$ cat src/rtl/aes_round_ctrl.sv
// AES round sequencer: steps the datapath through AddRoundKey, NR-1 full rounds and the final round.
// Optional macro AES_ROUND_HOLD_EN adds a round_hold input that freezes the sequence.
module aes_round_ctrl #(
    parameter int NR = 10,
    parameter int RW = 4
) (
    input  logic          clk,
    input  logic          reset,
`ifdef AES_ROUND_HOLD_EN
    input  logic          round_hold,
`endif
    input  logic          round_en,
    output logic [RW-1:0] round_num,
    output logic [7:0]    rcon,
    output logic          load_key,
    output logic          mix_en,
    output logic          last_round,
    output logic          round_ctrl,
    output logic          busy
);

    typedef enum logic [2:0] {
        S_IDLE,
        S_INIT,
        S_ROUND,
        S_FINAL,
        S_DONE
    } state_t;

    state_t        r_state;
    logic [RW-1:0] r_round_num;
    logic [7:0]    r_rcon;
    logic          r_load_key;
    logic          r_mix_en;
    logic          r_last_round;
    logic          r_round_ctrl;
    logic          r_busy;
    logic          w_hold;

    function automatic logic [7:0] xtime(input logic [7:0] x);
        return {x[6:0], 1'b0} ^ (x[7] ? 8'h1b : 8'h00);
    endfunction

    always_ff @(posedge clk) begin
        if (reset) begin
            r_state      <= S_IDLE;
            r_round_num  <= '0;
            r_rcon       <= '0;
            r_load_key   <= 1'b0;
            r_mix_en     <= 1'b0;
            r_last_round <= 1'b0;
            r_round_ctrl <= 1'b0;
            r_busy       <= 1'b0;
        end else begin
            case (r_state)
                S_IDLE: begin
                    if (round_en) begin
                        r_state    <= S_INIT;
                        r_load_key <= 1'b1;
                        r_busy     <= 1'b1;
                    end
                end
                S_INIT, S_ROUND, S_FINAL: begin
                    // Abort outranks hold; FINAL->DONE clears outputs the same way.
                    if (!round_en || (!w_hold && r_state == S_FINAL)) begin
                        r_state      <= round_en ? S_DONE : S_IDLE;
                        r_round_num  <= '0;
                        r_rcon       <= '0;
                        r_load_key   <= 1'b0;
                        r_mix_en     <= 1'b0;
                        r_last_round <= 1'b0;
                        r_round_ctrl <= 1'b0;
                        r_busy       <= 1'b0;
                    end else if (!w_hold) begin
                        if (r_state == S_INIT) begin
                            r_state     <= S_ROUND;
                            r_round_num <= RW'(1);
                            r_rcon      <= 8'h01;
                            r_load_key  <= 1'b0;
                            r_mix_en    <= 1'b1;
                        end else begin
                            r_round_num <= r_round_num + RW'(1);
                            r_rcon      <= xtime(r_rcon);
                            if (r_round_num == RW'(NR - 1)) begin
                                r_state      <= S_FINAL;
                                r_mix_en     <= 1'b0;
                                r_last_round <= 1'b1;
                                r_round_ctrl <= 1'b1;
                            end
                        end
                    end
                end
                S_DONE: begin
                    if (!round_en) begin
                        r_state <= S_IDLE;
                    end
                end
                default: r_state <= S_IDLE;
            endcase
        end
    end

`ifdef AES_ROUND_HOLD_EN
    assign w_hold     = round_hold;
    // The pulse is withheld while frozen in FINAL and appears on the releasing cycle.
    assign round_ctrl = r_round_ctrl & ~round_hold;
`else
    assign w_hold     = 1'b0;
    assign round_ctrl = r_round_ctrl;
`endif

    assign round_num  = r_round_num;
    assign rcon       = r_rcon;
    assign load_key   = r_load_key;
    assign mix_en     = r_mix_en;
    assign last_round = r_last_round;
    assign busy       = r_busy;

endmodule

$ cat config.mk
export PLATFORM = sky130hd
export DESIGN_NAME = aes_round_ctrl
export DESIGN_NICKNAME = d
export VERILOG_FILES = /design/src/rtl/aes_round_ctrl.sv
export SDC_FILE = /design/constraint.sdc
export NUM_CORES = 1
export LEC_CHECK = 0
export BUFFER_PORTS_ARGS = -buffer_cell sky130_fd_sc_hd__buf_4
export CAP_MARGIN = 40
export CORE_MARGIN = 1
export CORE_UTILIZATION = 35
export DETAILED_ROUTE_END_ITERATION = 8
export HOLD_SLACK_MARGIN = 0.12
export SLEW_MARGIN = 20
export SYNTH_ARGS = -nofsm -noshare
export SYNTH_HDL_FRONTEND = slang
export SYNTH_SLANG_ARGS = --single-unit
$ cat constraint.sdc
create_clock -name clk -period 1.49 [get_ports clk]
set_input_delay 0.149 -clock clk [delete_from_list [all_inputs] [get_ports clk]]
set_output_delay 0.149 -clock clk [all_outputs]
set_load 0.005 [all_outputs]
# --- After elaboration in Yosys (flattened, before gate mapping) ---
# Cells that the tools add are included.
word_totals:
  ff_bits: 19
  input_bits: 3
  output_inout_bits: 17
  word_cells: 56
op_classes:
  addsub: 1
  eq_ne: 11
  mux: 24
  n_bitwise: 1
  reduce_logical: 12
ops:
  columns: ["operator", "n"]
  rows:
  - ["$mux 3", 6]
  - ["$mux 8", 2]
  - ["$reduce_and 3->1", 4]
  - ["$mux 1", 10]
  - ["$pmux 3 s3", 1]
  - ["$mux 4", 2]
  - ["$ne 2x2->1 const B", 4]
  - ["$xor 8x5->8", 1]
  - ["$eq 3x2->1 const B", 2]
  - ["$mux 5", 1]
  - ["$add 4x1->4 const B", 1]
  - ["$eq 4x4->1 const B", 1]
  - ["$ne 4x4->1 const B", 1]
  - ["$pmux 1 s2", 2]
  - ["$reduce_bool 2->1", 2]
  - ["$eq 3x1->1 const B", 1]
  - ["$eq 3x3->1 const B", 1]
  - ["$logic_not 3->1", 1]
  - ["$ne 3x3->1 const B", 1]
  - ["$reduce_bool 3->1", 1]
  - ["$reduce_or 3->1", 1]
  - ["$reduce_and 2->1", 1]
  - ["$logic_not 1->1", 1]
  - ["$logic_or 1x1->1", 1]

# --- Depth between registers and ports, before layout ---
# Gate-level depths: netlist of run 1.
logic_depth:
  word_depth: 5
  mapped_depth: 6
  mapped_depth_nobuf: 5

# --- Least setup slack after synthesis of run 1 ---
# No wires, ideal clock.
synth_timing:
  path_type: "register to register"
  from: "reg r_state[2]"
  to: "reg r_mix_en (netlist: mix_en)"
  setup_time_ps: 127
  t_arrival_ps: 1044
  required_ps: 1363
  slack_ps: 319
  path_stages_with_launch: 6
  path_buffers: 2
  synth_period_minus_slack_ps: 1171
  path_cell_list: "dfxtp_1 -> buf_4 -> o21bai_1 -> buf_4 -> o221ai_1 -> o22ai_1"
synth_via:
  elab_chain_cells: 4
  elab_cells_between_ends: 9
  classes_between: "eq/ne: 3; mux: 2; reduce/logical: 4"
synth_lines:
  columns: ["element", "line_no", "source"]
  rows:
  - ["start: declaration", "30", "state_t r_state;"]
  - ["start signal: assignment", "66", "r_state <= round_en ? S_DONE : S_IDLE;"]
  - ["$eq 3x2->1", "55, 65", null]
  - ["$logic_or 1x1->1", "65", "if (!round_en || (!w_hold && r_state == S_FINAL)) begin"]
  - ["$reduce_bool 3->1 (no source line)", null, null]
  - ["$reduce_and 2->1 (no source line)", null, null]
  - ["end signal: assignment", "50", "r_mix_en <= 1'b0;"]
  - ["end signal: assignment", "70", "r_mix_en <= 1'b0;"]
  - ["end signal: assignment", "80", "r_mix_en <= 1'b1;"]
  - ["end: declaration", "34", "logic r_mix_en;"]
# Several ways; a longest one is shown, not always the timed one.
# A chain may end at the register's enable or synchronous reset.

# --- Worst setup path after layout of run 1 ---
layout_timing:
  from: "reg r_state[0]"
  to: "reg r_rcon[0] (netlist: rcon[0])"
layout_via:
  elab_chain_cells: 3
  elab_cells_between_ends: 7
  classes_between: "eq/ne: 3; mux: 2; reduce/logical: 2"
layout_lines:
  columns: ["element", "line_no", "source"]
  rows:
  - ["$eq 3x1->1 or $eq 3x2->1 (tied branches)", "55, 75, 65", null]
  - ["$mux 8 or $logic_or 1x1->1 (tied branches)", "75, 65", null]
  - ["$mux 8", "65", null]
  - ["end signal: assignment", "83", "r_rcon <= xtime(r_rcon);"]
  - ["end: declaration", "32", "logic [7:0] r_rcon;"]
# Several ways; a longest one is shown, not always the timed one.

==> reports/metrics.cfg, run 1 <==
[worst_setup_path]
cp.arrival_ns=1.48
slowest_delay_ns=0.46
rr_worst_depth=4
startpoint_type=flop
cp_slowest_cell=dfxtp_1
crit_chain=and4bb_1 -> a22oi_2 -> o21ai_0 -> nor2b_4
r2r_start=r_state[0]$_SDFFE_PP0P_
critPathKind=reg2reg
crit_path_max_fanout=10
rrSetupSlack_ns=0.20
crit_buf_inv=0
reg2reg_to=rcon[0]$_SDFFE_PP0P_
critPathTopFamily=simple AND/OR/NAND/NOR gates
cp-end-kind=flop
worstPathRequired_ns=1.68

[final_layout]
fillers=257
n_antenna_cell=0
utilization=0.441
design_area_mm2=0.00109
nNetsFinal=126
area_delta_synth_final_pct=19.8
drive_gt1_frac=0.242

[yosys]
yosysMostFrequentCell=dfxtp_1
synth_nets=106
async_reset_ff_frac=0
synth_edf_count=0
synthCells=101
ys_top_cells_by_area=dfxtp_1 (42%), a22oi_1 (9.1%), nor2_1 (6.2%)
synth-simple-area-share=0.219
synthAdderAreaFrac=0.0274
synth_top_area_share=0.417
synth.area.mux_share=0
synth_area_um2=912
ys_seq_elements=19
yosys_warnings=0
ys_seq_area_frac=0.417
synthXorXnorAreaFrac=0.0480
yosys.area.top_type=dfxtp_1
synth_top_family_by_area=simple AND/OR/NAND/NOR gates
synth-main-ff-cell=dfxtp_1
synth_compound_area_frac=0.214
avgSynthCellArea_um2=9.03
ys_types=34
synth.cells.most_frequent=dfxtp_1 (19), nor2_1 (15), a22oi_1 (11)

[drt]
dr.pass1.iters=4
drc=0
vias=777
detail-route-antenna-nets=0
vias_per_cell=5.18
wl_per_cell_um=12.1
drt_iter0_drc=17
routed_wl_um=1820

[clock_network]
ctsResizeCount=0
clk-insertion-delay-late_ns=0.29
cts_root_buf=clkbuf_4
holdBufCountCts=0
cts_setup_buffers=0
numCtsBuffers=3
cts_tree=built
clock_sinks=19
clock_path_buffers=2
htreeDepth=1
clk_pin_slew_worst_paths_ns=0.10

[sta]
skew_ns=0.00360
setup_viol=0
max_freq_ghz=0.777
finalHoldViolations=0
slew_viol_final=0
finalCriticalPeriod_ns=1.29
slew_headroom=0.758
worst_slew_pin_slew_ns=0.362
finalSetupTns_ns=0
rsz0062_at_grt=no
fin_crit_sh=0.864

[power_and_ir_drop]
pwr-share-clk=0.287
ir_drop_v=0.000392
p_leak_uw=0.000465
switchingPower_uw=216
p_comb_frac=0.112
p_sw_frac=0.243
p_per_area_mw_per_mm2=814
p_int_uw=673
seqPwrFrac=0.601

[die]
die-area_mm2=0.00281
ios=20
core_area_mm2=0.00248
fp.dieW_um=53.1
die_h_um=53.1
start_util=0.368
rows=18

[global_route]
busiest_layer=met2
grtUsageTotal=0.154
grt_start_max_net_pins=18
grt_pass1_wl_um=3110
grt_pass1_vias=709
antenna_found_initial=0
gr-total-overflow=0
use_met3=0.0374
grtUsageMet1=0.192
grt_use_met2=0.241

[placed_design]
dp_hpwl_um=1290
place_congestion=0.768
port_buffers=19
placed_cell_area_mm2=0.00107

[min_path]
min_path_type=in2reg
holdPathEnd=rcon[0]$_SDFFE_PP0P_
hold_path_startpoint=reset
hold_depth=2

[job]
drv_cap=0

[status]
outcome=finished clean

cells by family after synthesis:
kind of cell,count (synthesis)
AND/OR/NAND/NOR,35
XOR/XNOR,5
flip-flops,19
buffers and inverters,12
AO/OA/AOI/OAI,28
adder cells (fa/ha/maj),2
routing by layer:
layer,vias to the layer above,part of all wire
li1,390,-
met1,360,0.46
met2,23,0.47
met3,4,0.055
met4,0,0.017
met5,-,0
layout make-up:
class                           instances  area, um^2  area share
Timing Repair Buffer                   22         165       0.151
Clock buffer                            4        26.3      0.0241
Inverter                                5        18.8      0.0172
Multi-Input combinational cell         70         464       0.425
Tap cell                               30        37.5      0.0344
Sequential cell                        19         380       0.348
placed cells by master (no fill, tap or decap), types with 3 or more instances in the layout:
cell type  Yosys  layout
a21oi_1        4       4
a22oi_1       11      11
buf_4          4      22
clkbuf_4       0       3
dfxtp_1       19      19
inv_1          5       5
nor2_1        15      15
o21ai_0        4       4
or2b_1         3       3
xor2_1         3       3
flip-flops by register name, indices dropped and copies added, names as in the netlist:
signal and count:
busy 1, rcon 8, round_num 4, r_state 3
mix_en 1, round_ctrl 1, load_key 1
worst max path at each step:
| stage | cells after the start | to | startpoint | slack [ns] |
|---|---|---|---|---|
| after floorplan | 5 | mix_en$_SDFFE_PP0P_ | r_state[2]$_SDFFE_PP0P_ | 0.32 |
| after global placement | 4 | rcon[0]$_SDFFE_PP0P_ | r_state[0]$_SDFFE_PP0P_ | 0.25 |
| after detailed placement | 4 | rcon[0]$_SDFFE_PP0P_ | r_state[0]$_SDFFE_PP0P_ | 0.21 |
| after CTS | 3 | round_ctrl$_SDFFE_PP0P_ | r_state[0]$_SDFFE_PP0P_ | 0.19 |
| after global routing | 3 | round_ctrl$_SDFFE_PP0P_ | r_state[0]$_SDFFE_PP0P_ | 0.08 |
| final | 4 | rcon[0]$_SDFFE_PP0P_ | r_state[0]$_SDFFE_PP0P_ | 0.20 |
stage by stage:
step                      power [uW]  std cells  setup slack, ns  hold slack [ns]
final                            889        150            0.203            0.150
after global routing             941        150           0.0770            0.139
after CTS                        897        150            0.189            0.149
after detailed placement         645        146            0.213            0.470
after global placement           644        146            0.252            0.464
after floorplan                  608        101            0.319            0.213
power groups by stage:
stage	registers (uW)	clock network [uW]	logic, uW
6_report	534	255	99.5
5_1_grt	537	292	112
4_1_cts	534	263	100
3_5_place_dp	546	0	99.2
3_3_place_gp	545	0	99.5
2_1_floorplan	543	0	64.8
Note: power is estimated with default switching activity, not from simulation.
==> inputs of run 2 (changes only) <==
--- a/config.mk
+++ b/config.mk
@@ -5,12 +5,15 @@
 export SDC_FILE = /design/constraint.sdc
 export NUM_CORES = 1
 export LEC_CHECK = 0
-export BUFFER_PORTS_ARGS = -buffer_cell sky130_fd_sc_hd__buf_4
 export CAP_MARGIN = 40
+export CELL_PAD_IN_SITES_DETAIL_PLACEMENT = 1
+export CELL_PAD_IN_SITES_GLOBAL_PLACEMENT = 2
 export CORE_MARGIN = 1
 export CORE_UTILIZATION = 35
 export DETAILED_ROUTE_END_ITERATION = 8
+export DONT_BUFFER_PORTS = 1
 export HOLD_SLACK_MARGIN = 0.12
+export PLACE_DENSITY_LB_ADDON = 0.1
 export SLEW_MARGIN = 20
 export SYNTH_ARGS = -nofsm -noshare
 export SYNTH_HDL_FRONTEND = slang
==> run 2 against run 1 <==
  * First-iteration DRC count fell by 59%
  * Core utilization decreased by 4.5 points
  * Sequential power is essentially flat
  * Critical path depth decreased by 1
  * Clock skew is 0.0029 ns lower
  * Via count decreased by 8.4%
  * Critical path type is now in2reg
  * Hold slack better by 0.031 ns
  * Final area decreased by 10%
  * Sequential share of layout area grew 4.0 points
  * Die area is the same
==> reports/metrics.cfg, run 2 (synthesized netlist as in run 1, its figures left out) <==
[status]
outcome=finished clean

[global_route]
grt_pass1_wl_um=3270
gr-total-overflow=0
grt_start_max_net_pins=18
grtUsageTotal=0.165
antenna_found_initial=0
grt_pass1_vias=682

[final_layout]
multi_input_area_um2=468
final_cell_mix=dfxtp_1 (19), nor2_1 (15), a22oi_1 (11)
area_delta_synth_final_pct=7.54
largest_reg_flops=8
mostFrequentLayoutCell=dfxtp_1
fillers=312
final-seq-area_um2=380
nNetsFinal=110
final_cells=134
drive_gt1_frac=0.115
n_antenna_cell=0

[worst_setup_path]
slowest_delay_ns=0.99
crit_path_max_fanout=17
rr_worst_depth=5
crit_chain=dlygate4sd3_1 -> nand2b_1 -> o22ai_1
cp-end-kind=flop
reg2reg_to=rcon[0]$_SDFFE_PP0P_
crit_buf_inv=1
startpoint_type=primary input
cp.arrival_ns=1.49
critPathKind=in2reg
r2r_start=r_state[0]$_SDFFE_PP0P_
worstPathRequired_ns=1.68
rrSetupSlack_ns=0.19
critPathTopFamily=buffers and inverters
cp_slowest_cell=dlygate4sd3_1

[sta]
setup_viol=0
max_freq_ghz=0.768
finalHoldViolations=0
slew_headroom=0.526
worst_slew_pin_slew_ns=0.709
finalCriticalPeriod_ns=1.30
slew_viol_final=0
rsz0062_at_grt=no
fin_crit_sh=0.874
skew_ns=0.000666

[min_path]
hold_path_startpoint=round_en
holdPathEnd=mix_en$_SDFFE_PP0P_
min_path_type=in2reg
hold_depth=3

[drt]
dr.pass1.iters=4
vias_per_cell=5.31
routed_wl_um=2000
drc=0
vias=712
wl_per_cell_um=14.9
drt_iter0_drc=7
detail-route-antenna-nets=0

[clock_network]
clock_sinks=19
clock_path_buffers=2
clk_pin_slew_worst_paths_ns=0.11
cts_tree=built
htreeDepth=1
clk-insertion-delay-late_ns=0.29
numCtsBuffers=3
cts_root_buf=clkbuf_4

[die]
core_area_mm2=0.00248
ios=20
start_util=0.368
die-area_mm2=0.00281
rows=18
die_h_um=53.1
fp.dieW_um=53.1

[placed_design]
place_congestion=0.730
port_buffers=0
dp_hpwl_um=1420
dpl.cell_count=128

[power_and_ir_drop]
total_power_uw=886
ir_drop_v=0.000566
p_leak_uw=0.000380
p_per_area_mw_per_mm2=903

[job]
drv_cap=0

## run 2: worst max path at each step
stage                       startpoint                        end  slack [ns]  cells after the start
2_1_floorplan  r_state[2]$_SDFFE_PP0P_        mix_en$_SDFFE_PP0P_        0.32                      5
3_3_place_gp   r_state[1]$_SDFFE_PP0P_  round_num[3]$_SDFFE_PP0P_        0.02                      4
3_5_place_dp   r_state[1]$_SDFFE_PP0P_  round_num[3]$_SDFFE_PP0P_       -0.05                      4
4_1_cts        r_state[0]$_SDFFE_PP0P_       rcon[0]$_SDFFE_PP0P_        0.17                      5
5_1_grt        r_state[0]$_SDFFE_PP0P_       rcon[0]$_SDFFE_PP0P_        0.09                      5
6_report                         reset        mix_en$_SDFFE_PP0P_        0.19                      3
## run 2: metal layers
layer | up-vias | track usage | part of all wire
met2 | 10 | 0.253 | 0.45
met3 | 2 | 0.0431 | 0.044
met5 | - | 0 | 0
met4 | 0 | 0.0789 | 0.0060
li1 | 358 | - | -
met1 | 342 | 0.211 | 0.50
## run 2: worst register-to-register path: stages, from the launching register on
cell and delay (ns):
dfxtp_1 0.38, and4bb_1 0.28, buf_4 0.18, a22oi_2 0.11, o21ai_0 0.10, nor2b_4 0.12
## run 2: stage by stage
step           instance area, um^2   util  hold WS, ns  TNS [ns]  setup slack [ns]
2_1_floorplan                  912      -        0.213         0             0.319
3_3_place_gp                   931  0.376        0.216         0            0.0154
3_5_place_dp                   931  0.376        0.217    -0.100           -0.0459
4_1_cts                        981  0.396        0.175         0             0.172
5_1_grt                        981  0.396        0.207         0            0.0933
6_report                       981  0.396        0.181         0             0.187
## run 2: power breakdown
group | switching [uW] | internal, uW
clock network | 160 | 104
logic | 47.5 | 38.9
registers | 14.7 | 520
total | 223 | 663
## run 2: timing repair
| action | CTS | global route |
|---|---|---|
| endpoints found under the hold margin | 19 | 0 |
| hold buffers | 2 | 0 |
| endpoints found under the setup margin | 3 | 0 |
| setup buffers | 0 | 0 |
| resized for setup | 1 | 0 |
## run 2: final cells by class
| type | instances | area share |
|---|---|---|
| clock buffer | 4 | 0.0268 |
| timing repair buffer | 6 | 0.0510 |
| inverter | 5 | 0.0191 |
| tap | 30 | 0.0383 |
| sequential | 19 | 0.388 |
| multi-input combinational | 70 | 0.477 |
==> inputs of run 3 (changes only) <==
--- a/config.mk
+++ b/config.mk
@@ -10,8 +10,10 @@
 export CELL_PAD_IN_SITES_GLOBAL_PLACEMENT = 2
 export CORE_MARGIN = 1
 export CORE_UTILIZATION = 35
+export CTS_CLUSTER_DIAMETER = 40
 export DETAILED_ROUTE_END_ITERATION = 8
 export DONT_BUFFER_PORTS = 1
+export GPL_TIMING_DRIVEN = 0
 export HOLD_SLACK_MARGIN = 0.12
 export PLACE_DENSITY_LB_ADDON = 0.1
 export SLEW_MARGIN = 20
==> run 3 against run 2 <==
  * Via count is 2.5% higher
  * Non-clock buffer count is 3 higher
  * Global-route usage is 0.77 points higher
  * Clock power hardly changed
  * Power is 0.59% higher
  * Highest routed layer unchanged
==> reports/metrics.cfg, run 3 (synthesized netlist as in run 1, its figures left out) <==
[status]
outcome=finished clean

[power_and_ir_drop]
switchingPower_uw=231
total_power_uw=891
pwr-share-clk=0.300
p_sw_frac=0.259
p_int_uw=660
p_per_area_mw_per_mm2=893
p_comb_frac=0.099
p_leak_uw=0.000389
seqPwrFrac=0.601
ir_drop_v=0.000760

[final_layout]
utilization=0.403
nNetsFinal=113
design_area_um2=997
drive_gt1_frac=0.121
final_cell_mix=dfxtp_1 (19), nor2_1 (15), a22oi_1 (11)
area_delta_synth_final_pct=9.33
n_antenna_cell=0
mostFrequentLayoutCell=dfxtp_1
fillers=302
largest_reg_flops=8

[worst_setup_path]
reg2reg_to=rcon[0]$_SDFFE_PP0P_
worstPathRequired_ns=1.68
cp.arrival_ns=1.51
rrSetupSlack_ns=0.18
cp_slowest_cell=dfxtp_1
crit_path_max_fanout=10
critPathKind=reg2reg
slowest_delay_ns=0.49
r2r_start=r_state[0]$_SDFFE_PP0P_
startpoint_type=flop
cp-end-kind=flop
rr_worst_depth=5
crit_chain=and4bb_1 -> buf_6 -> a22oi_2 -> o21ai_0 -> nor2b_4

[min_path]
hold_depth=3
holdPathEnd=rcon[0]$_SDFFE_PP0P_
hold_path_startpoint=round_en
min_path_type=in2reg

[placed_design]
port_buffers=0
place_congestion=0.717
dp_hpwl_um=1430
placed_cell_area_um2=950

[drt]
routed_wl_um=2080
wl_per_cell_um=15.2
detail-route-antenna-nets=0
drc=0
vias=730
drt_iter0_drc=17
vias_per_cell=5.33
dr.pass1.iters=4

[sta]
slew_viol_final=0
setup_viol=0
rsz0062_at_grt=no
fin_crit_sh=0.882
skew_ns=0.00253
hold_ws_ns=0.174
slew_headroom=0.717
finalHoldViolations=0
finalCriticalPeriod_ns=1.31
worst_slew_pin_slew_ns=0.425
max_freq_ghz=0.761
finalSetupTns_ns=0

[global_route]
use_met3=0.0632
grt_start_max_net_pins=12
grt_use_met2=0.281
grtUsageMet1=0.219
busiest_layer=met2
antenna_found_initial=0
gr-total-overflow=0
grt_pass1_wl_um=3430
grt_pass1_vias=705
grtUsageTotal=0.172

[die]
core_area_mm2=0.00248
die-area_mm2=0.00281
rows=18
start_util=0.368
die_h_um=53.1
fp.dieW_um=53.1
ios=20

[clock_network]
cts_root_buf=clkbuf_4
clk-insertion-delay-late_ns=0.30
cts_tree=built
cts_setup_buffers=0
clock_sinks=19
htreeDepth=1
clk_pin_slew_worst_paths_ns=0.11
numCtsBuffers=3
clock_path_buffers=2

[job]
drv_cap=0

## run 3: cell count changes in the layout (fill, tap and decap cells not counted)
cell and change:
o21bai_2 -1, clkinv_2 +1, buf_6 +1, o21bai_1 +1
clkbuf_1 +1
## run 3: cell type report
class / count / area, um^2 / share of cell area
clock buffers: 3 / 22.5 / 0.0226
flip-flops and latches: 19 / 380 / 0.381
clock inverters: 1 / 5.00 / 0.00502
plain buffers: 7 / 48.8 / 0.0489
multi-input cells: 70 / 464 / 0.465
inverters: 5 / 18.8 / 0.0188
repair buffers: 2 / 20.0 / 0.0201
well taps: 30 / 37.5 / 0.0376
## run 3: power groups by stage
stage                     registers (uW)  clock network [uW]  logic, uW
after floorplan                      543                   0       64.8
after global placement               547                   0       78.8
after detailed placement             547                   0       80.7
after CTS                            536                 281       89.4
after global routing                 539                 302       97.8
final                                536                 267       88.4
## run 3: critical path: cells and delay by family (launching register included)
family	cells	cell delay, ns
buffers and inverters	1	0.14
AND/OR/NAND/NOR	2	0.38
flip-flops	1	0.49
AO/OA/AOI/OAI	2	0.19
## run 3: how the worst max path moves through the flow
| stage | endpoint | slack, ns | startpoint | cells past startpoint |
|---|---|---|---|---|
| final | rcon[0]$_SDFFE_PP0P_ | 0.18 | r_state[0]$_SDFFE_PP0P_ | 5 |
| after global routing | mix_en$_SDFFE_PP0P_ | 0.10 | r_state[2]$_SDFFE_PP0P_ | 5 |
| after CTS | rcon[0]$_SDFFE_PP0P_ | 0.18 | r_state[0]$_SDFFE_PP0P_ | 5 |
| after detailed placement | mix_en$_SDFFE_PP0P_ | 0.21 | r_state[2]$_SDFFE_PP0P_ | 5 |
| after global placement | rcon[0]$_SDFFE_PP0P_ | 0.21 | r_state[0]$_SDFFE_PP0P_ | 5 |
| after floorplan | mix_en$_SDFFE_PP0P_ | 0.32 | r_state[2]$_SDFFE_PP0P_ | 5 |
## run 3: metal layers
metal / share of wire / vias to the layer above
li1: - / 362
met1: 0.48 / 353
met2: 0.47 / 13
met3: 0.040 / 2
met4: 0.0058 / 0
met5: 0 / -
## run 3: stage by stage
| step | std cells | setup slack [ns] |
|---|---|---|
| global route | 137 | 0.104 |
| global placement | 131 | 0.211 |
| detailed placement | 131 | 0.205 |
| CTS | 137 | 0.177 |
| finish | 137 | 0.176 |
| floorplan | 101 | 0.319 |
## run 3: what timing repair did
action	4_1_cts	5_1_grt
gates resized for setup	0	0
hold endpoints to repair	9	0
hold buffers	2	0
